===== src/rtl/fft_s2p_pkg.sv =====
// Shared FFT front-end constants: converter width,
// FSM state encoding and default frame geometry.
package fft_s2p_pkg;

  localparam int PAR       = 4;
  localparam int PH_W      = 2;
  localparam int FFT_N_DEF = 1024;
  localparam int CNT_W_DEF = 10;
  localparam int GRP_W_DEF = 8;

  localparam logic [1:0] ST_IDLE = 2'd0;
  localparam logic [1:0] ST_RUN  = 2'd1;
  localparam logic [1:0] ST_DONE = 2'd2;

endpackage


===== src/rtl/fft_phase_counter.sv =====
// Mod-4 converter phase plus frame sample counter,
// with a terminal-count flag on the last sample.
module fft_phase_counter
  import fft_s2p_pkg::*;
#(
  parameter int FFT_N = FFT_N_DEF,
  parameter int CNT_W = CNT_W_DEF
) (
  input  logic             clk,
  input  logic             rst,
  input  logic             clr,
  input  logic             adv,
  output logic [PH_W-1:0]  phase,
  output logic [CNT_W-1:0] cnt,
  output logic             tc
);

  logic [PH_W-1:0]  phase_q, phase_d;
  logic [CNT_W-1:0] cnt_q, cnt_d;

  assign tc = (cnt_q == CNT_W'(FFT_N - 1));

  // Advance on accepted beats; wrap both at frame end.
  always_comb begin
    phase_d = phase_q;
    cnt_d   = cnt_q;
    if (clr) begin
      phase_d = '0;
      cnt_d   = '0;
    end else if (adv) begin
      if (tc) begin
        phase_d = '0;
        cnt_d   = '0;
      end else begin
        phase_d = phase_q + 1'b1;
        cnt_d   = cnt_q + 1'b1;
      end
    end
  end

  // Counter state.
  always_ff @(posedge clk or negedge rst) begin
    if (!rst) begin
      phase_q <= '0;
      cnt_q   <= '0;
    end else begin
      phase_q <= phase_d;
      cnt_q   <= cnt_d;
    end
  end

  assign phase = phase_q;
  assign cnt   = cnt_q;

endmodule


===== src/rtl/fft_s2p_sequencer.sv =====
// Sequencer for the 1-to-4 serial-to-parallel FFT front end.
// Optional stall counter: define S2P_DROP_CNT_EN.
module fft_s2p_sequencer
  import fft_s2p_pkg::*;
#(
  parameter int FFT_N = FFT_N_DEF,
  parameter int CNT_W = CNT_W_DEF,
  parameter int GRP_W = GRP_W_DEF
) (
  input  logic             clk,
  input  logic             rst,
  input  logic             start,
  input  logic             in_valid,
  output logic             in_ready,
  input  logic             core_ready,
  output logic             s2p_enable,
  output logic [1:0]       s2p_counter,
  output logic             grp_valid,
  output logic [GRP_W-1:0] grp_addr,
  output logic             frame_busy,
  output logic             frame_done,
  output logic [CNT_W-1:0] sample_cnt,
  output logic [15:0]      drop_cnt
);

  logic [1:0]       state_q, state_d;
  logic             gv_q, gv_d;
  logic [GRP_W-1:0] ga_q, ga_d;
  logic             fd_q, fd_d;
  logic [PH_W-1:0]  phase;
  logic [CNT_W-1:0] cnt;
  logic             tc;
  logic             run;
  logic             beat;
  logic             clr;

  assign run  = (state_q == ST_RUN);
  // A group only completes when the core can take it.
  assign in_ready = run &
    ~((phase == 2'd3) & ~core_ready);
  assign beat = in_valid & in_ready;
  assign clr  = (state_q == ST_IDLE) & start;

  fft_phase_counter #(
    .FFT_N (FFT_N),
    .CNT_W (CNT_W)
  ) u_cnt (
    .clk   (clk),
    .rst   (rst),
    .clr   (clr),
    .adv   (beat),
    .phase (phase),
    .cnt   (cnt),
    .tc    (tc)
  );

  // Frame FSM: arm on start, finish on the last beat.
  always_comb begin
    state_d = state_q;
    unique case (state_q)
      ST_IDLE: if (start) state_d = ST_RUN;
      ST_RUN:  if (beat && tc) state_d = ST_DONE;
      ST_DONE: state_d = ST_IDLE;
      default: state_d = ST_IDLE;
    endcase
  end

  // Group strobe lines up with the converter's latched words.
  always_comb begin
    gv_d = beat & (phase == 2'd3);
    ga_d = ga_q;
    if (gv_d) ga_d = GRP_W'(cnt >> 2);
    fd_d = beat & tc;
  end

  // FSM and group output registers.
  always_ff @(posedge clk or negedge rst) begin
    if (!rst) begin
      state_q <= ST_IDLE;
      gv_q    <= 1'b0;
      ga_q    <= '0;
      fd_q    <= 1'b0;
    end else begin
      state_q <= state_d;
      gv_q    <= gv_d;
      ga_q    <= ga_d;
      fd_q    <= fd_d;
    end
  end

`ifdef S2P_DROP_CNT_EN
  logic [15:0] drop_q, drop_d;

  // Saturating count of stalled valid cycles.
  always_comb begin
    drop_d = drop_q;
    if (clr) begin
      drop_d = '0;
    end else if (run && in_valid &&
                 !in_ready &&
                 drop_q != 16'hFFFF) begin
      drop_d = drop_q + 16'd1;
    end
  end

  // Stall counter register.
  always_ff @(posedge clk or negedge rst) begin
    if (!rst) drop_q <= '0;
    else      drop_q <= drop_d;
  end

  assign drop_cnt = drop_q;
`else
  assign drop_cnt = 16'd0;
`endif

  assign s2p_enable  = beat;
  assign s2p_counter = phase;
  assign grp_valid   = gv_q;
  assign grp_addr    = ga_q;
  assign frame_busy  = (state_q != ST_IDLE);
  assign frame_done  = fd_q;
  assign sample_cnt  = cnt;

endmodule


===== config.mk =====
export PLATFORM = sky130hd
export DESIGN_NAME = fft_s2p_sequencer
export DESIGN_NICKNAME = d
export VERILOG_FILES = /design/src/rtl/fft_s2p_pkg.sv /design/src/rtl/fft_phase_counter.sv /design/src/rtl/fft_s2p_sequencer.sv
export SDC_FILE = /design/constraint.sdc
export NUM_CORES = 1
export LEC_CHECK = 0
export ABC_CLOCK_PERIOD_IN_PS = 2800
export CORE_ASPECT_RATIO = 1.1
export CORE_UTILIZATION = 43
export CTS_CLUSTER_DIAMETER = 40
export DETAILED_ROUTE_END_ITERATION = 8
export PLACE_DENSITY = 0.89
export SKIP_LAST_GASP = 1
export SLEW_MARGIN = 20
export SYNTH_ARGS = -nofsm -noshare
export SYNTH_HDL_FRONTEND = slang
export SYNTH_SLANG_ARGS = --single-unit

===== constraint.sdc =====
create_clock -name clk -period 2.8 [get_ports clk]
set_input_delay 0.7 -clock clk [delete_from_list [all_inputs] [get_ports clk]]
set_output_delay 0.7 -clock clk [all_outputs]
set_load 0.01 [all_outputs]

* Word level (Yosys, flattened, before mapping) *
Index checks and enable logic that the tools add are counted.

storage, ports and cells
  flip-flop bits (word level) = 24
  word-level logic and storage cells = 35
  output and inout bits = 41
  bits in read-only memories = 0
  bits in latches = 0
  memories kept = 0
  input bits = 5
  RAM bits = 0

cells by class
  $lt $le $gt $ge = 0
  eq/ne operators = 5
  divide/modulo/power cells = 0
  bitwise operators = 8
  add/sub/neg operators = 2
  muxes and demuxes = 9
  $mul = 0
  reductions and logical operators = 5
  shift operators = 0

operators with widths
  operator                                                         count
  10-bit 2-to-1 mux                                                3
  10-bit by 1-bit adder with 10-bit output, second input constant  1
  10-bit == test, second input constant                            1
  2-bit 2-to-1 mux                                                 5
  1-bit bitwise AND                                                6
  2-bit case mux with 2 select lines                               1
  2-bit nonzero test                                               2
  2-bit by 1-bit adder with 2-bit output, second input constant    1
  2-bit by 1-bit == test with 1-bit output, second input constant  1
  2-bit == test, second input constant                             1
  2-bit zero test                                                  1
  2-bit by 1-bit != test with 1-bit output, second input constant  1
  2-bit != test, second input constant                             1
  1-bit NOT                                                        2
  2-bit AND reduction                                              1
  1-bit logical AND                                                1

* Longest topological paths before layout *
Gate-level depths: netlist (run 1).

  word-level depth = 8
  mapped depth = 7
  depth with buffers taken out = 6

* By module *
Synthesis (run 1) repeated with hierarchy kept, for this count alone.

second synthesis, totals
  cell total of the unflattened synthesis = 118
  area total of the unflattened synthesis = 1270.0 sq um

by module, submodules not included
  module             area each (sq um)  cells each  seq. area each (sq um)  times used
  fft_phase_counter  653.1              68          300.3                   1
  fft_s2p_sequencer  616.8              50          300.3                   1

* Worst setup path after synthesis (run 1) *
No wires, ideal clock.

  path type = reg-to-output
  start point = reg u_cnt.phase_q[0] (netlist: u_cnt.phase[0])
  end point = out s2p_enable
  path buffers = 1
  data required time = 2100 ps
  cell stages (with the launch flop) = 6
  slack = 674 ps
  arrival = 1426 ps
  cells stage by stage = dfrtp_1 ha_1 nor2b_1 or3b_1 buf_2 inv_1

between the ends
  longest elaborated chain between the ends = 5

RTL lines
  what                    RTL line                 RTL
  start, declared         fft_phase_counter.sv:18  logic [PH_W-1:0] phase_q, phase_d;
  start signal, assigned  fft_phase_counter.sv:47  phase_q <= phase_d;
  2-bit == test           fft_s2p_sequencer.sv:40  ~((phase == 2'd3) & ~core_ready);
  1-bit bitwise AND       fft_s2p_sequencer.sv:40
  1-bit NOT               fft_s2p_sequencer.sv:40
  1-bit bitwise AND       fft_s2p_sequencer.sv:39  assign in_ready = run &
  1-bit bitwise AND       fft_s2p_sequencer.sv:41  assign beat = in_valid & in_ready;
  end, declared           fft_s2p_sequencer.sv:16  output logic s2p_enable,

No other way between the ends.

* Worst setup path after layout (run 1) *
  start point = in core_ready
  end point = out in_ready

between the ends
  longest elaborated chain between the ends = 4

RTL lines
  what               RTL line                 RTL
  start, declared    fft_s2p_sequencer.sv:15  input logic core_ready,
  1-bit NOT          fft_s2p_sequencer.sv:40
  1-bit bitwise AND  fft_s2p_sequencer.sv:40
  1-bit NOT          fft_s2p_sequencer.sv:40
  1-bit bitwise AND  fft_s2p_sequencer.sv:39
  end, declared      fft_s2p_sequencer.sv:14  output logic in_ready,

No other way between the ends.

==> results of run 1 <==
==> per-stage QoR <==
stage               cell area (µm²)  setup TNS (ps)  instances  hold WS, ps  setup slack, ps
floorplan                      1291               0        131        404.4            673.9
global placement               1528          -90.99        180        485.8           -90.99
detailed placement             1528          -134.4        180        496.6           -134.4
CTS                            1563               0        184        527.0            99.87
global route                   1563               0        184        533.1            46.87
finish                         1563               0        184        521.3            106.9
==> kinds of logic (layout without fill, tap and decap cells) <==
family	after synthesis	after routing
flip-flops	24	24
buffers and inverters	24	44
AO/OA/AOI/OAI	27	27
other	1	16
AND/OR/NAND/NOR	30	30
adder cells (fa/ha/maj)	2	2
multiplexers	8	8
==> worst max path at each step <==
stage | to | slack [ps] | cells after the start
2_1_floorplan | s2p_enable | 670 | 5
3_3_place_gp | s2p_enable | -90 | 5
3_5_place_dp | s2p_enable | -130 | 5
4_1_cts | in_ready | 100 | 5
5_1_grt | in_ready | 50 | 5
6_report | in_ready | 110 | 5
==> per-layer routing <==
layer  share of wire  up-vias  routed length [µm]  GRT usage
li1                -      463                   -          -
met1            0.39      488                 991     0.2319
met2            0.53       52                1363     0.3454
met3           0.077        2                 198    0.02362
met4          0.0031        0                   8    0.06391
met5               0        -                   0          0
==> sequential cells by signal (all words and copies together), names as in the netlist <==
name         count
grp_valid        1
u_cnt.cnt       10
frame_done       1
grp_addr         8
state_q          2
u_cnt.phase      2
==> worst max-delay path, stage by stage <==
cell and delay [ps]:
clkdlybuf4s50_1 460, nor2b_1 50, buf_4 130, nor2_1 100, clkdlybuf4s50_1 550
==> layout make-up <==
type,count,area (µm²),share of cell area
inverter,5,18.77,0.01201
sequential,24,600.6,0.3843
clock buffer,4,36.28,0.02322
multi-input combinational,83,531.8,0.3403
timing repair buffer,35,334.1,0.2138
tap,33,41.29,0.02642
==> power breakdown <==
group	switching [W]	leakage, nW	internal, W	total (W)
clock network	0.0000991	0.0210	0.0000793	0.000178
logic	0.000190	0.365	0.000245	0.000435
registers	0.0000813	0.319	0.000423	0.000504
total	0.000370	0.705	0.000747	0.00112
==> cells in the final DEF, fill, tap and decap left out <==
cell type	n
buf_4	6
nand3_1	3
a22o_1	2
nor3_1	2
nor2b_1	1
ha_1	2
nor2_1	2
conb_1	16
nand2b_4	1
o21a_1	1
clkdlybuf4s50_1	28
dlygate4sd2_1	1
or4_1	7
clkbuf_8	1
and4_1	1
nand4b_1	1
or3b_1	1
nand2_1	5
a2bb2oi_1	1
o21ai_0	7
inv_1	5
o31ai_1	8
a21oi_1	8
nand2_2	1
nand4_1	2
or3_1	1
or2_2	1
mux2_2	8
and2_1	1
clkbuf_4	3
dfrtp_1	24
==> what timing repair did <==
item / CTS / global route
hold endpoints to repair: 0 / 0
setup endpoints to repair: 1 / 0
resized for setup: 1 / 0
==> flow_summary.ini, run 1 <==
[layout]
fill_cells = 249
drive_gt1_frac = 0.1391
synthToLayoutAreaGrowth_pct = 26.55
nets = 159
diodes = 0
fin_util = 0.5677

[timing]
timing.fmax_ghz = 0.3713
slew_violations = 0
finalCriticalPeriod_ps = 2693
post-route-period-util = 0.9618
rsz0062_at_grt = no
finalHoldViolCount = 0
skew_ps = 4.247
setup_viol = 0

[cts]
cts.clk_slew.worst_paths_ps = 120
cts_sinks = 24
clock_path_buffers = 2
numCtsBuffers = 3
postCtsSetupRepairBufs = 0
cts_tree = yes
root_buffer = clkbuf_4
htree_levels = 1
insertion_delay_ps = 300
hold_buffers = 0

[yosys]
async_reset_ff_frac = 1.000
ys_ff_latch = 24
synth_edf_count = 0
synth_compound_area_frac = 0.1368
synth.top_cell.area_share = 0.4863
syn_area_um2 = 1235
yosys-top-cells-count = dfrtp_1 (24), buf_4 (16), a21oi_1 (8), mux2_2 (8), o31ai_1 (8)
yosysSeqAreaShare = 0.4863
syn_inst = 116
synth-adder-area-share = 0.02026
syn_area_per_cell_um2 = 10.65
synthMuxAreaShare = 0.07295
synth-simple-area-share = 0.1520
ys_warn_count = 0
synth_top_cell_by_area = dfrtp_1
synth_ff_type = dfrtp_1
synth_cell_type_count = 30
synth_top_family_by_area = simple AND/OR/NAND/NOR gates
synth.most_common_cell = dfrtp_1
synthXorXnorAreaFrac = 0
ys_top_cells_by_area = dfrtp_1 (49%), buf_4 (9.7%), mux2_2 (7.3%)

[placed_design]
port_buffers = 29
gp_congestion = 0.7757
dp_hpwl_mm = 1.960

[worst_setup_path]
worstRegToRegCells = 6
rr_startpoint = u_cnt.phase[0]$_DFFE_PN0P_
worst_setup_path_start_kind = input port
critical_path.max_fanout = 2
cp-end-kind = output pin
cp-startpoint = core_ready
ff2ff_setup_slack_ps = 690
r2r_end = u_cnt.cnt[8]$_DFFE_PN0P_
worstSetupPathType = input port to output pin
critPathArrivalTime_ps = 1990
required_ps = 2100

[status]
status = completed

[pwr]
power_density_nw_per_um2 = 715.0
ir_drop_mv = 0.4625
leakage_nw = 0.7049
power.total_w = 0.001117

[hold_path]
min_from = grp_addr[2]$_DFFE_PN0P_
min_path_type = flop to flop
hold_depth = 1
worstHoldEndpoint = grp_addr[2]$_DFFE_PN0P_

[grt]
grt_max_degree = 25
antenna_found_initial = 0
grt.total_usage = 0.1920
grt_pass1_vias = 988
grt_overflow = 0
grt_pass1_wl_mm = 4.416

[die]
start_util = 0.4486
die_h_um = 58.21
rows = 20
io_pins = 46
die_w_um = 53.10
dieArea_um2 = 3090
coreArea_um2 = 2753

[route]
totalWireLength_mm = 2.562
via_count = 1005
drt_iter0_drc = 17
via_per_inst = 5.462
drc = 0
ant_nets = 0
wl_per_cell_um = 13.92
drtPass1Iterations = 4

[run]
drv_cap = 0
(Power assumes the default switching activity.)
==> inputs of run 2 (changes only) <==
- TNS_END_PERCENT: default -> 10
==> results of run 2 <==
Same layout as run 1: the final DEF is identical, and so are final timing and power.
==> inputs of run 3 (changes only) <==
- CORE_UTILIZATION: 43 -> 35
- PLACE_DENSITY: 0.89 -> 0.77
==> run 3 against run 2 <==
  * Global-route usage is 4.7 points lower
  * Via count fell by 1.7%
  * Power grew 5.2%
  * Routed wire length is 6.9% lower
  * Cell area grew 2.2%
  * Largest power group unchanged
  * Register-to-register slack better by 30 ps
  * Combinational power decreased by 1%
  * Clock power rose by 39%
  * Non-clock buffer count is the same
  * Utilization decreased by 9.2 points
  * Largest cell class unchanged
  * Worst setup slack better by 6.6 ps
  * Maximum frequency up 0.25%
  * Critical path type unchanged
==> flow_summary.ini, run 3 (synthesized netlist as in run 1, its figures left out) <==
[status]
status = completed

[cts]
htree_levels = 1
postCtsSetupRepairBufs = 0
insertion_delay_ps = 320
cts_tree = yes
cts.clk_slew.worst_paths_ps = 130
clock_path_buffers = 2
hold_buffers = 0
numCtsBuffers = 3
root_buffer = clkbuf_4
cts_sinks = 24

[route]
via_per_inst = 4.965
drtPass1Iterations = 4
drc = 0
drt_iter0_drc = 37
via_count = 988
ant_nets = 0
totalWireLength_mm = 2.384
wl_per_cell_um = 11.98

[hold_path]
min_from = grp_addr[0]$_DFFE_PN0P_
worstHoldEndpoint = grp_addr[0]$_DFFE_PN0P_
hold_depth = 1
min_path_type = flop to flop

[die]
die_w_um = 58.64
rows = 22
start_util = 0.3677
io_pins = 46
dieArea_um2 = 3770
coreArea_um2 = 3358
die_h_um = 64.30

[pwr]
seq_power_share = 0.423
leakage_nw = 0.7119
power.total_w = 0.001175
ir_drop_mv = 0.3204
intPower_w = 0.0008120
combPwrFrac = 0.365
clock_power_share = 0.211
p_sw_w = 0.0003634
power_density_nw_per_um2 = 735.7
sw_frac_of_total = 0.3092

[layout]
final_common_cell = clkdlybuf4s50_1
synthToLayoutAreaGrowth_pct = 29.38
diodes = 0
fin_util = 0.4758
fill_cells = 336
nets = 159
layout_common_cells = clkdlybuf4s50_1 (28), dfrtp_1 (24), conb_1 (16)
largest_reg_flops = 10
drive_gt1_frac = 0.1391

[timing]
finalCriticalPeriod_ps = 2687
timing.fmax_ghz = 0.3722
setup_viol = 0
skew_ps = 11.17
rsz0062_at_grt = no
finalHoldViolCount = 0
post-route-period-util = 0.9595
slew_violations = 0

[placed_design]
dp_hpwl_mm = 1.825
port_buffers = 29
gp_congestion = 0.8259

[worst_setup_path]
cp-startpoint = core_ready
critical_path.max_fanout = 2
required_ps = 2100
critPathArrivalTime_ps = 1990
r2r_end = u_cnt.cnt[8]$_DFFE_PN0P_
ff2ff_setup_slack_ps = 720
rr_startpoint = u_cnt.phase[0]$_DFFE_PN0P_
worst_setup_path_start_kind = input port
worstRegToRegCells = 6
worstSetupPathType = input port to output pin
cp-end-kind = output pin

[grt]
grt_pass1_wl_mm = 4.119
antenna_found_initial = 0
grt_pass1_vias = 909
grt.total_usage = 0.1446
grt_max_degree = 25
grt_overflow = 0

[run]
drv_cap = 0
-- run 3: how the worst max path moves through the flow --
stage,cells after the start,to,slack [ps]
after floorplan,5,s2p_enable,670
after global placement,5,s2p_enable,-90
after detailed placement,5,s2p_enable,-140
after CTS,5,in_ready,110
after global routing,5,in_ready,10
final,5,in_ready,110
-- run 3: power groups by stage --
stage / clock network, W / logic (W) / registers [W]
2_1_floorplan: 0 / 0.000187 / 0.000529
4_1_cts: 0.000255 / 0.000435 / 0.000498
5_1_grt: 0.000269 / 0.000473 / 0.000512
3_5_place_dp: 0 / 0.000436 / 0.000505
6_report: 0.000248 / 0.000430 / 0.000498
3_3_place_gp: 0 / 0.000424 / 0.000501
-- run 3: worst max-delay path: stages --
cell	delay (ps)
clkdlybuf4s50_1	450
nor2b_1	50
buf_4	130
nor2_1	110
clkdlybuf4s50_1	550
-- run 3: layout make-up --
type / count / area [µm²] / area share
clock inverter: 1 / 30.03 / 0.01879
tap: 48 / 60.06 / 0.03759
inverter: 5 / 18.77 / 0.01175
clock buffer: 3 / 22.52 / 0.01410
sequential: 24 / 600.6 / 0.3759
multi-input combinational: 83 / 531.8 / 0.3328
timing repair buffer: 35 / 334.1 / 0.2091
-- run 3: timing repair --
| action | CTS | global route |
|---|---|---|
| setup endpoints to repair | 1 | 0 |
| gates resized for setup | 1 | 0 |
| hold endpoints to repair | 0 | 0 |
-- run 3: metal layers --
layer	GRT usage	wire length (µm)	part of all wire
met5	0	0	0
met4	0.06250	42	0.018
met3	0.02024	154	0.065
met2	0.2572	1208	0.51
met1	0.1699	978	0.41
-- run 3: metrics by stage --
stage               setup slack (ps)  cell area [µm²]  setup TNS (ps)  instances  hold slack [ps]
global route                   13.54             1598               0        199            540.2
detailed placement            -138.8             1546          -138.8        195            492.6
floorplan                      673.9             1291               0        131            404.4
CTS                            110.2             1598               0        199            523.6
global placement              -91.99             1546          -91.99        195            486.4
finish                         113.5             1598               0        199            520.0
